## config.mk

```make
export PLATFORM = sky130hd
export DESIGN_NAME = reg_writeback_flat
export DESIGN_NICKNAME = d
export VERILOG_FILES = /design/src/rtl/reg_writeback_pkg.sv /design/src/rtl/reg_writeback_if.sv /design/src/rtl/reg_writeback_wb_fifo.sv /design/src/rtl/reg_writeback.sv /design/src/flat_wrapper.sv
export SDC_FILE = /design/constraint.sdc
export NUM_CORES = 1
export LEC_CHECK = 0
export BUFFER_PORTS_ARGS = -buffer_cell sky130_fd_sc_hd__buf_2
export CORE_MARGIN = 1
export CORE_UTILIZATION = 35
export CTS_CLUSTER_SIZE = 12
export DETAILED_ROUTE_END_ITERATION = 16
export GPL_ROUTABILITY_DRIVEN = 0
export GPL_TIMING_DRIVEN = 0
export HOLD_SLACK_MARGIN = 0.02
export MAX_ROUTING_LAYER = met4
export PLACE_DENSITY_LB_ADDON = 0.25
export SYNTH_ARGS = -nofsm -noshare
export SYNTH_HDL_FRONTEND = slang
export SYNTH_SLANG_ARGS = --single-unit
```

## constraint.sdc

```tcl
create_clock -name clk -period 3.7 [get_ports clk]
set_input_delay 0.37 -clock clk [delete_from_list [all_inputs] [get_ports clk]]
set_output_delay 0.37 -clock clk [all_outputs]
set_load 0.05 [all_outputs]
```

## src/rtl/reg_writeback_pkg.sv

```systemverilog
// Shared writeback definitions: default widths, the result record exchanged
// between the ALU, the load unit and the writeback stage, and arbiter selections.
package reg_writeback_pkg;

  localparam int unsigned DATA_W_DFLT = 32;
  localparam int unsigned ADDR_W_DFLT = 4;

  typedef struct packed {
    logic [ADDR_W_DFLT-1:0] addr;
    logic [DATA_W_DFLT-1:0] data;
  } wb_result_t;

  typedef enum logic [1:0] {
    SEL_NONE,
    SEL_ALU_FORCED,
    SEL_LOAD,
    SEL_ALU
  } wb_sel_e;

endpackage

```

## src/rtl/reg_writeback_if.sv

```systemverilog
// Result handshakes, issue notification, scoreboard and register-set write port.
interface reg_writeback_if
  import reg_writeback_pkg::*;
#(
  parameter int unsigned DATA_W = DATA_W_DFLT,
  parameter int unsigned ADDR_W = ADDR_W_DFLT
);
  localparam int unsigned NUM_REGS = 1 << ADDR_W;

  logic              alu_valid;
  logic              alu_ready;
  logic [ADDR_W-1:0] alu_addr;
  logic [DATA_W-1:0] alu_data;
  logic              ld_valid;
  logic              ld_ready;
  logic [ADDR_W-1:0] ld_addr;
  logic [DATA_W-1:0] ld_data;
  logic              issue_valid;
  logic [ADDR_W-1:0] issue_addr;
  logic [NUM_REGS-1:0] pending;
  logic              writeEnable;
  logic [ADDR_W-1:0] writeAddress;
  logic [DATA_W-1:0] writeData;

  modport master (
    output alu_valid, alu_addr, alu_data, ld_valid, ld_addr, ld_data,
           issue_valid, issue_addr,
    input  alu_ready, ld_ready, pending, writeEnable, writeAddress, writeData
  );

  modport slave (
    input  alu_valid, alu_addr, alu_data, ld_valid, ld_addr, ld_data,
           issue_valid, issue_addr,
    output alu_ready, ld_ready, pending, writeEnable, writeAddress, writeData
  );

endinterface

```

## src/rtl/reg_writeback_wb_fifo.sv

```systemverilog
// Synchronous FIFO without fall-through; full/empty decode from the registered count.
module wb_fifo #(
  parameter  int unsigned WIDTH = 36,
  parameter  int unsigned DEPTH = 2,
  localparam int unsigned PW    = $clog2(DEPTH),
  localparam int unsigned CW    = PW + 1
) (
  input  logic             clk,
  input  logic             rst_n,
  input  logic             i_push,
  input  logic [WIDTH-1:0] i_wdata,
  input  logic             i_pop,
  output logic [WIDTH-1:0] o_rdata,
  output logic             o_full,
  output logic             o_empty,
  output logic [CW-1:0]    o_count
);

  logic [WIDTH-1:0] r_mem [DEPTH];
  logic [PW:0]      r_wr_ptr;
  logic [PW:0]      r_rd_ptr;
  logic [CW-1:0]    r_count;
  logic             w_do_push;
  logic             w_do_pop;

  assign o_full    = (r_count == CW'(DEPTH));
  assign o_empty   = (r_count == '0);
  assign o_count   = r_count;
  assign w_do_push = i_push && !o_full;
  assign w_do_pop  = i_pop && !o_empty;
  assign o_rdata   = r_mem[r_rd_ptr[PW-1:0]];

  always_ff @(posedge clk or negedge rst_n) begin
    if (!rst_n) begin
      r_wr_ptr <= '0;
      r_rd_ptr <= '0;
      r_count  <= '0;
    end else begin
      if (w_do_push) r_wr_ptr <= r_wr_ptr + 1'b1;
      if (w_do_pop)  r_rd_ptr <= r_rd_ptr + 1'b1;
      case ({w_do_push, w_do_pop})
        2'b10:   r_count <= r_count + 1'b1;
        2'b01:   r_count <= r_count - 1'b1;
        default: r_count <= r_count;
      endcase
    end
  end

  always_ff @(posedge clk) begin
    if (w_do_push) r_mem[r_wr_ptr[PW-1:0]] <= i_wdata;
  end

endmodule

```

## src/rtl/reg_writeback.sv

```systemverilog
// Writeback stage: merges buffered ALU results and priority loads onto the single
// register-set write port, and tracks in-flight destinations in a pending scoreboard.
module reg_writeback
  import reg_writeback_pkg::*;
#(
  parameter int unsigned DATA_W         = DATA_W_DFLT,
  parameter int unsigned ADDR_W         = ADDR_W_DFLT,
  parameter int unsigned ALU_FIFO_DEPTH = 2
) (
  input  logic clk,
  input  logic reset,
  reg_writeback_if.slave wb
);

  localparam int unsigned NUM_REGS = 1 << ADDR_W;
  localparam int unsigned FW       = ADDR_W + DATA_W;
  localparam int unsigned CW       = $clog2(ALU_FIFO_DEPTH) + 1;

  logic [FW-1:0]       w_alu_head;
  logic                w_full;
  logic                w_empty;
  logic [CW-1:0]       w_count;
  logic                w_push;
  logic                w_pop;
  wb_sel_e             w_sel;
  logic [NUM_REGS-1:0] w_set;
  logic [NUM_REGS-1:0] w_clr;

  logic                r_we;
  logic [ADDR_W-1:0]   r_addr;
  logic [DATA_W-1:0]   r_data;
  logic [NUM_REGS-1:0] r_pending;

  wb_fifo #(
    .WIDTH (FW),
    .DEPTH (ALU_FIFO_DEPTH)
  ) u_alu_fifo (
    .clk     (clk),
    .rst_n   (reset),
    .i_push  (w_push),
    .i_wdata ({wb.alu_addr, wb.alu_data}),
    .i_pop   (w_pop),
    .o_rdata (w_alu_head),
    .o_full  (w_full),
    .o_empty (w_empty),
    .o_count (w_count)
  );

  // Both readies depend only on the registered FIFO count, never on the valids.
  assign wb.alu_ready = !w_full;
  assign wb.ld_ready  = !w_full;
  assign w_push       = wb.alu_valid && !w_full;

  always_comb begin
    w_sel = SEL_NONE;
    if (w_full && !w_empty)  w_sel = SEL_ALU_FORCED;
    else if (wb.ld_valid)    w_sel = SEL_LOAD;
    else if (w_count != '0)  w_sel = SEL_ALU;
  end

  assign w_pop = (w_sel == SEL_ALU_FORCED) || (w_sel == SEL_ALU);
  assign w_set = wb.issue_valid ? (NUM_REGS'(1) << wb.issue_addr) : '0;
  assign w_clr = r_we ? (NUM_REGS'(1) << r_addr) : '0;

  always_ff @(posedge clk or negedge reset) begin
    if (!reset) begin
      r_we      <= 1'b0;
      r_addr    <= '0;
      r_data    <= '0;
      r_pending <= '0;
    end else begin
      case (w_sel)
        SEL_LOAD: begin
          r_we   <= 1'b1;
          r_addr <= wb.ld_addr;
          r_data <= wb.ld_data;
        end
        SEL_ALU, SEL_ALU_FORCED: begin
          r_we   <= 1'b1;
          r_addr <= w_alu_head[FW-1:DATA_W];
          r_data <= w_alu_head[DATA_W-1:0];
        end
        default: r_we <= 1'b0;
      endcase
      // Set after clear: a new producer issued on the commit edge keeps its bit.
      r_pending <= (r_pending & ~w_clr) | w_set;
    end
  end

  assign wb.writeEnable  = r_we;
  assign wb.writeAddress = r_addr;
  assign wb.writeData    = r_data;
  assign wb.pending      = r_pending;

endmodule
```

## src/flat_wrapper.sv

```systemverilog
// flat-port wrapper written by rule: the top's interface ports become plain ports
module reg_writeback_flat import reg_writeback_pkg::*;
#(
  parameter int unsigned DATA_W         = DATA_W_DFLT,
  parameter int unsigned ADDR_W         = ADDR_W_DFLT,
  parameter int unsigned ALU_FIFO_DEPTH = 2
)
  (clk, reset, wb_alu_valid, wb_alu_addr, wb_alu_data, wb_ld_valid, wb_ld_addr, wb_ld_data, wb_issue_valid, wb_issue_addr, wb_alu_ready, wb_ld_ready, wb_pending, wb_writeEnable, wb_writeAddress, wb_writeData);
  reg_writeback_if #(.DATA_W(DATA_W), .ADDR_W(ADDR_W)) wb_i ();
  input  logic clk;
  input  logic reset;
  input wire logic [$bits(wb_i.alu_valid)-1:0] wb_alu_valid;
  input wire logic [$bits(wb_i.alu_addr)-1:0] wb_alu_addr;
  input wire logic [$bits(wb_i.alu_data)-1:0] wb_alu_data;
  input wire logic [$bits(wb_i.ld_valid)-1:0] wb_ld_valid;
  input wire logic [$bits(wb_i.ld_addr)-1:0] wb_ld_addr;
  input wire logic [$bits(wb_i.ld_data)-1:0] wb_ld_data;
  input wire logic [$bits(wb_i.issue_valid)-1:0] wb_issue_valid;
  input wire logic [$bits(wb_i.issue_addr)-1:0] wb_issue_addr;
  output wire logic [$bits(wb_i.alu_ready)-1:0] wb_alu_ready;
  output wire logic [$bits(wb_i.ld_ready)-1:0] wb_ld_ready;
  output wire logic [$bits(wb_i.pending)-1:0] wb_pending;
  output wire logic [$bits(wb_i.writeEnable)-1:0] wb_writeEnable;
  output wire logic [$bits(wb_i.writeAddress)-1:0] wb_writeAddress;
  output wire logic [$bits(wb_i.writeData)-1:0] wb_writeData;
  assign wb_i.alu_valid = wb_alu_valid;
  assign wb_i.alu_addr = wb_alu_addr;
  assign wb_i.alu_data = wb_alu_data;
  assign wb_i.ld_valid = wb_ld_valid;
  assign wb_i.ld_addr = wb_ld_addr;
  assign wb_i.ld_data = wb_ld_data;
  assign wb_i.issue_valid = wb_issue_valid;
  assign wb_i.issue_addr = wb_issue_addr;
  assign wb_alu_ready = wb_i.alu_ready;
  assign wb_ld_ready = wb_i.ld_ready;
  assign wb_pending = wb_i.pending;
  assign wb_writeEnable = wb_i.writeEnable;
  assign wb_writeAddress = wb_i.writeAddress;
  assign wb_writeData = wb_i.writeData;
  reg_writeback #(.DATA_W(DATA_W), .ADDR_W(ADDR_W), .ALU_FIFO_DEPTH(ALU_FIFO_DEPTH)) u_core (.clk(clk), .reset(reset), .wb(wb_i));
endmodule
```

=== After elaboration in Yosys (flattened, before gate mapping) ===
Memories as Yosys holds them, arrays and structs flattened.
Index checks and enable logic that the tools add are counted.

* $add $sub $neg: 4
* Div/mod/pow operators: 0
* Equality and inequality tests: 6
* Shift-type cells: 2
* Reduce and logical (&&, ||, !) cells: 13
* $lt $le $gt $ge: 0
* Multipliers: 0
* Muxes and demuxes: 11
* Bitwise gates (word level): 3

{| class="wikitable"
|+ Operators with widths
! cell !! number
|-
| $pmux W32 S2 || 1
|-
| $mux W16 || 2
|-
| $shl A1 B4 Y16 const A || 2
|-
| $and A16 B16 Y16 || 1
|-
| $not A16 Y16 || 1
|-
| $or A16 B16 Y16 || 1
|-
| $eq A2 B2 Y1 const B || 4
|-
| $pmux W4 S2 || 1
|-
| $add A2 B1 Y2 const B || 3
|-
| $mux W2 || 3
|-
| $reduce_bool A2 Y1 || 3
|-
| $eq A2 B1 Y1 const B || 2
|-
| $logic_and A1 B1 Y1 || 4
|-
| $pmux W2 S2 || 1
|-
| $mux W1 || 3
|-
| $reduce_or A3 Y1 || 1
|-
| $logic_not A1 Y1 || 2
|-
| $logic_not A2 Y1 || 1
|-
| $reduce_or A2 Y1 || 1
|-
| $sub A2 B1 Y2 const B || 1
|-
| $logic_or A1 B1 Y1 || 1
|}

* Bits in writable memories: 72
* Memory bits (read-only): 0
* Bits of input ports: 81
* Memories: 1
* Logic and storage cells: 47
* Register bits: 59
* Bits in latches: 0
* Output and inout bits: 55

{| class="wikitable"
|+ Memories
! memory !! words !! bits a word !! rd ports !! clocked after Yosys merged registers in !! write ports !! RTL line !! text
|-
| u_core.u_alu_fifo.r_mem || 2 || 36 || 1 || 0 || 1 || reg_writeback_wb_fifo.sv:19 || <nowiki>logic [WIDTH-1:0] r_mem [DEPTH];</nowiki>
|}

=== Depth between registers and ports, before layout ===
Gate-level depths: netlist (run 1).

* Depth in word-level cells: 9
* Gate-level depth with buffers: 10

=== Hierarchy ===
A second synthesis (run 1) with hierarchy kept.

* Cell total of the unflattened synthesis: 406
* Area, all modules: 6028.3 um^2

{| class="wikitable"
|+ By module, submodules not included
! module !! area an instance (um^2) !! seq. area each (um^2) !! cells each !! times used
|-
| reg_writeback || 3084.2 || 1326.3 || 276 || 1
|-
| wb_fifo || 2944.1 || 2262.2 || 130 || 1
|}

=== Worst setup path after synthesis (run 1) ===
Ideal clock, no wire load.

* Path kind: flip-flop to flip-flop
* Start: register u_core.u_alu_fifo.r_count[1] (netlist: u_core.u_alu_fifo.o_count[1])
* End: memory u_core.u_alu_fifo.r_mem[0][0], enable pin
* Data required time: 3.271 ns
* Path slack: 0.634 ns
* Stages on the path, launching flop included: 7
* Arrival time: 2.637 ns
* Clock period less this slack: 3.066 ns
* Library setup time: 0.429 ns
* Path through: dfrtp_1 nor2b_2 buf_6 inv_4 buf_6 nand2_1 nor2_1

* Cells in the longest elaborated chain, start to end: 6

{| class="wikitable"
|+ Ends and longest elaborated chain
! item !! RTL line !! text
|-
| start, declared || reg_writeback_wb_fifo.sv:22 || <nowiki>logic [CW-1:0] r_count;</nowiki>
|-
| start signal, assigned || reg_writeback_wb_fifo.sv:42 || <nowiki>2'b10: r_count <= r_count + 1'b1;</nowiki>
|-
| start signal, assigned || reg_writeback_wb_fifo.sv:43 || <nowiki>2'b01: r_count <= r_count - 1'b1;</nowiki>
|-
| start signal, assigned || reg_writeback_wb_fifo.sv:44 || <nowiki>default: r_count <= r_count;</nowiki>
|-
| $eq A2 B2 Y1 (*) || reg_writeback_wb_fifo.sv:26 || <nowiki>assign o_full = (r_count == CW'(DEPTH));</nowiki>
|-
| $logic_not A1 Y1 (*) || -- ||
|-
| net wb_alu_ready || flat_wrapper.sv:20 || <nowiki>output wire logic [$bits(wb_i.alu_ready)-1:0] wb_alu_ready;</nowiki>
|-
| $logic_and A1 B1 Y1 || reg_writeback.sv:52 || <nowiki>assign w_push = wb.alu_valid && !w_full;</nowiki>
|-
| $logic_and A1 B1 Y1 (*) || reg_writeback_wb_fifo.sv:29 || <nowiki>assign w_do_push = i_push && !o_full;</nowiki>
|-
| $mux W1 (*) || reg_writeback_wb_fifo.sv:50 || <nowiki>if (w_do_push) r_mem[r_wr_ptr[PW-1:0]] <= i_wdata;</nowiki>
|-
| $mux W1 (not written as such) (*) || reg_writeback_wb_fifo.sv:50 ||
|-
| end, declared || reg_writeback_wb_fifo.sv:19 ||
|}

Mark *: on every way through the listed nets, which the timed path passes. The rest lies on a longest branch.

=== Worst setup path after layout (run 1) ===
* Start: register u_core.u_alu_fifo.r_count[1] (netlist: u_core.u_alu_fifo.o_count[1])
* End: memory u_core.u_alu_fifo.r_mem[1][4], enable pin

* Cells in the longest elaborated chain, start to end: 6

{| class="wikitable"
|+ Ends and longest elaborated chain
! item !! RTL line
|-
| $eq A2 B2 Y1 (*) || reg_writeback_wb_fifo.sv:26
|-
| $logic_not A1 Y1 (*) || reg_writeback_wb_fifo.sv:29, reg_writeback.sv:52
|-
| $logic_and A1 B1 Y1 || reg_writeback.sv:52
|-
| $logic_and A1 B1 Y1 (*) || reg_writeback_wb_fifo.sv:29
|-
| $mux W1 (*) || reg_writeback_wb_fifo.sv:50
|-
| $mux W1 (not written as such) (*) || reg_writeback_wb_fifo.sv:50
|}

Every way passes the cells marked *; elsewhere a longest branch is shown, timed or not.

==> results.cfg, run 1 <==
[outcome]
status = finished clean

[cts]
cts_tree = built
hold_buffers = 0
path_clk_slew_ns = 0.05
clock_path_buffers = 2
htree_levels = 4
post-cts-setup-buffer-count = 0
cts_resized = 0
clock-root-buffer = clkbuf_16
clkSinkCount = 129
clk_latency_ns = 0.41
cts_buffers = 17

[route]
vias_per_cell = 5.05
wire_per_inst_um = 17.7
drc_errors = 0
via_count = 3979
drtIter0Drc = 204
dr.pass1.iters = 7
drt_wl_total_mm = 13.9
postRouteAntennaNets = 0

[pwr]
p_per_area_nw_per_um2 = 1020
vdd_ir_drop_max_mv = 0.361
cellLeakagePower_nw = 2.73

[timing]
clock.fmax_mhz = 445
hold_viol = 0
finalMaxSlewViolations = 0
setup_violations = 0
relSlewSlack = 0.386
whs_ns = 0.0245
fin_crit_sh = 0.607
post-route-min-period_ns = 2.25
rsz0062_at_grt = false
clock_skew_ns = 0.00366
tightest_slew_ns = 0.922

[synth]
synth.distinct_cells = 30
syn-num-nets = 492
yosysTopAreaCell = edfxtp_1
synth_edf_count = 72
synth_warnings = 0
yosysMostFrequentCell = edfxtp_1
netlist_area_um2 = 5580
ys_async_sr_fraction = 0.442
synth_common_cells = edfxtp_1, dfrtp_1, nand2_1
ys_seq_elements = 129
synth_area_per_cell_um2 = 13.6
synth_flop_cell = edfxtp_1
synth_area_leaders = edfxtp_1, dfrtp_1, a221oi_2
synthCells = 410
yosysSeqAreaShare = 0.644
synth_top_area_frac = 0.388

[cells_and_area]
syn2layout_area_growth_pct = 27.7
layout.nets = 647
fillers = 1412
final_area_um2 = 7120
drive_gt1_frac = 0.395
antenna_cells = 0

[die]
core-area_um2 = 15400
initial_core_util = 0.363
dieArea_um2 = 16400
die_h_um = 128
die_x_um = 128
core.rowCount = 45
io-pin-count = 136

[flow_run]
max_cap_viol_count = 0

[setup_path]
cp.required_ns = 3.74
cp.arrival_ns = 2.28
crit_type = reg2reg
worstSetupEndpointType = flip-flop
max_stage_delay_ns = 0.80
cp_slowest_cell = and3_2
cp_num_buf_inv = 3
critPathMostFrequentCell = buf_6
start_kind = flip-flop
cp_top_family = simple AND/OR/NAND/NOR gates
worstPathMaxFanout = 36
crit_path_cell_trace = nor2b_2 -> buf_6 -> inv_4 -> buf_6 -> and3_2

[placement]
placed_cell_area_um2 = 6540
dp_hpwl_mm = 9.63
portBuffers = 135

[worst_hold_path]
worstHoldPathType = in2async

[grt]
grt_pass1_wl_mm = 22.1
grt_pass1_vias = 4198
grt_max_degree = 58
antenna_found_initial = 0
grtUsageTotal = 0.187
grt_overflow = 0
-- routing by layer --
metal,global-route usage,vias to the layer above,share of wire
met5,-,-,0
met2,0.300,107,0.50
met1,0.223,1979,0.44
met3,0.0392,21,0.039
li1,-,1872,-
met4,0.0913,0,0.023
-- cells by family (layout without fill, tap and decap cells) --
logic type               after synthesis  count (layout)  synth area share
AND/OR/NAND/NOR                      136             136             0.129
flip-flops                           129             129             0.644
AO/OA/AOI/OAI                        102             102             0.175
buffers and inverters                 37             204            0.0422
XOR/XNOR                               5               5           0.00786
adder cells (fa/ha/maj)                1               1           0.00224
-- flip-flops by register name, summed over array words and instances (netlist names) --
register / flops
u_core.u_alu_fifo.r_wr_ptr: 1
u_core.u_alu_fifo.r_mem: 72
u_core.wb.pending: 16
u_core.wb.writeAddress: 4
u_core.u_alu_fifo.o_count: 2
u_core.wb.writeData: 32
u_core.u_alu_fifo.r_rd_ptr: 1
u_core.wb.writeEnable: 1
-- through the flow --
| stage | setup WS, ns | utilization | cells | TNS, ns | power [mW] |
|---|---|---|---|---|---|
| 2_1_floorplan | 0.634 | - | 410 | 0 | 4.84 |
| 3_3_place_gp | -0.296 | 0.424 | 756 | -10.60 | 5.64 |
| 3_5_place_dp | 1.42 | 0.426 | 757 | 0 | 5.73 |
| 4_1_cts | 1.41 | 0.463 | 788 | 0 | 7.36 |
| 5_1_grt | 1.34 | 0.463 | 788 | 0 | 7.69 |
| 6_report | 1.45 | 0.463 | 788 | 0 | 7.29 |
-- cell type report --
| class | count | area (um2) | area share |
|---|---|---|---|
| plain buffers | 34 | 221 | 0.0311 |
| clock buffers | 24 | 492 | 0.0691 |
| clock inverters | 7 | 81.3 | 0.0114 |
| inverters | 3 | 13.8 | 0.00193 |
| multi-input cells | 244 | 1760 | 0.247 |
| flip-flops and latches | 129 | 3590 | 0.504 |
| well taps | 211 | 264 | 0.0371 |
| repair buffers | 136 | 698 | 0.0981 |
-- path summary, 6_finish.rpt --
kind	from	end	slack [ns]	cells after the start
max in group asynchronous	reset	u_core.wb.pending[2]	3.19	1
min	reset	u_core.wb.writeData[30]	0.02	1
max reg2reg	u_core.u_alu_fifo.o_count[1]	u_core.u_alu_fifo.r_mem[1][4]	1.45	5
min in group clk	wb_alu_data[17]	u_core.u_alu_fifo.r_mem[1][17]	0.15	1
min reg2reg	u_core.wb.writeData[9]	u_core.wb.writeData[9]	0.47	2
max	u_core.u_alu_fifo.o_count[1]	u_core.u_alu_fifo.r_mem[1][4]	1.45	5
-- power by group --
part	total, mW	internal (mW)	leakage, nW	switching (mW)
Sequential	2.33	2.07	1.34	0.259
Clock	1.62	1.05	0.283	0.572
Combinational	3.34	0.974	1.12	2.37
Total	7.29	4.09	2.73	3.20
-- placed cells by master, fill, tap and decap left out, drive strengths merged, types with 3 or more instances in the layout --
cell type	synthesis	routed
nand2b	5	5
xnor2	3	3
o31ai	38	38
dfrtp	57	57
clkbuf	11	35
edfxtp	72	72
buf	23	159
a221oi	36	36
inv	3	3
nor2b	35	35
clkinv	0	5
and2b	3	3
nand2	42	42
nand3b	4	4
nor3	37	37
o21ai	26	26
(Power assumes the default switching activity.)
==> run 2: changes to the inputs <==
- clock period: 3.7 -> 2.3 ns (I/O delays scaled with it)
==> results.cfg, run 2 (synthesis gave the netlist of run 1 again) <==
[pwr]
finalPower_mw = 11.6
power.switching_mw = 5.15
vdd_ir_drop_max_mv = 0.607
switching_share = 0.444
cellLeakagePower_nw = 2.86
power_frac_comb = 0.466
p_per_area_nw_per_um2 = 1560
power_frac_clock = 0.211
seqPwrFrac = 0.323
p_int_mw = 6.44

[cts]
clk_latency_ns = 0.42
cts_buffers = 17
path_clk_slew_ns = 0.05
clock_path_buffers = 2
clkSinkCount = 129
htree_levels = 4
post-cts-setup-buffer-count = 0
cts_tree = built
clock-root-buffer = clkbuf_16

[timing]
clock.fmax_mhz = 464
tightest_slew_ns = 0.772
post-route-min-period_ns = 2.15
finalMaxSlewViolations = 0
fin_crit_sh = 0.936
relSlewSlack = 0.485
fin_tns_setup_ns = 0
setup_violations = 0
hold_viol = 0
rsz0062_at_grt = false
clock_skew_ns = 0.00609

[cells_and_area]
most-common-layout-cells = buf_2, edfxtp_1, dfrtp_1
antenna_cells = 0
syn2layout_area_growth_pct = 33.2
drive_gt1_frac = 0.372
largest_reg_flops = 72
mostFrequentLayoutCell = buf_2
layout.nets = 682

[grt]
grt_pass1_wl_mm = 21.7
grt_pass1_vias = 4008
grt_max_degree = 58
grtUsageTotal = 0.186
grt_overflow = 0
antenna_found_initial = 0

[setup_path]
worstSetupEndpointType = flip-flop
crit_type = reg2reg
cp.required_ns = 2.35
worstPathMaxFanout = 18
cp.arrival_ns = 2.20
start_kind = flip-flop

[die]
io-pin-count = 136
die_x_um = 128
dieArea_um2 = 16400
core-area_um2 = 15400
core.rowCount = 45
die_h_um = 128
initial_core_util = 0.363

[outcome]
status = finished clean

[worst_hold_path]
worstHoldPathType = in2reg

[route]
postRouteAntennaNets = 0
drtIter0Drc = 235
drt_wl_total_mm = 14.1
wire_per_inst_um = 17.2
via_count = 4053
dr.pass1.iters = 4
drc_errors = 0
vias_per_cell = 4.92

[placement]
dp_hpwl_mm = 9.45
portBuffers = 135

[flow_run]
max_cap_viol_count = 0
run 2: area by class of cell:
cell class,instances,area [um2]
multi-input cells,245,1780
clock buffers,23,468
flip-flops and latches,129,3590
well taps,211,264
plain buffers,34,221
clock inverters,9,66.3
inverters,3,13.8
repair buffers,170,1030
fillers,1387,7950
run 2: power groups by stage:
stage	sequential, mW	clock, mW	combinational (mW)
6_report	3.75	2.44	5.40
5_1_grt	3.83	2.58	5.80
4_1_cts	3.76	2.48	5.47
3_5_place_dp	3.79	0	5.40
3_3_place_gp	3.76	0	5.32
2_1_floorplan	5.38	0	2.41
run 2: metal layers:
| metal | wire length, um | vias to the layer above | share of wire | track usage |
|---|---|---|---|---|
| li1 | - | 1940 | - | - |
| met1 | 6430 | 1983 | 0.45 | 0.235 |
| met2 | 6810 | 110 | 0.48 | 0.286 |
| met3 | 626 | 20 | 0.044 | 0.0467 |
| met4 | 276 | 0 | 0.020 | 0.0740 |
| met5 | 0 | - | 0 | - |
run 2: repair_timing:
item,in CTS,in global routing
cloned,1,0
resized for setup,1,1
endpoints found under the setup margin,36,36
hold buffers,33,2
endpoints found under the hold margin,66,59
run 2: path summary, 6_finish.rpt:
| check | end | slack, ns | depth (start not counted) | start |
|---|---|---|---|---|
| max in group asynchronous | u_core.wb.writeData[5] | 1.35 | 2 | reset |
| hold reg to reg | u_core.wb.writeData[5] | 0.47 | 2 | u_core.wb.writeData[5] |
| setup reg to reg | u_core.u_alu_fifo.r_mem[0][13] | 0.15 | 6 | u_core.u_alu_fifo.o_count[1] |
| min in group asynchronous | u_core.wb.writeData[29] | 0.44 | 2 | reset |
| setup / recovery | u_core.u_alu_fifo.r_mem[0][13] | 0.15 | 6 | u_core.u_alu_fifo.o_count[1] |
| hold / removal | u_core.u_alu_fifo.r_mem[0][9] | 0.04 | 1 | wb_alu_data[9] |
run 2: worst max-delay path, stage by stage (launching register included):
cell and delay, ns:
dfrtp_1 0.42, nor2b_2 0.18, buf_6 0.14, inv_4 0.09, buf_6 0.17, nand2_1 0.22, nor2_4 0.55
run 2: stage by stage:
stage,instance area [um2],util,cells,setup slack (ns),hold WS (ns)
4_1_cts,7400,0.481,822,0.0123,0.0205
3_3_place_gp,6520,0.424,756,-0.160,0.423
3_5_place_dp,6520,0.424,756,-0.185,0.424
2_1_floorplan,5580,-,410,0.207,-0.0656
5_1_grt,7430,0.483,824,0.0110,0.0274
6_report,7430,0.483,824,0.147,0.0385
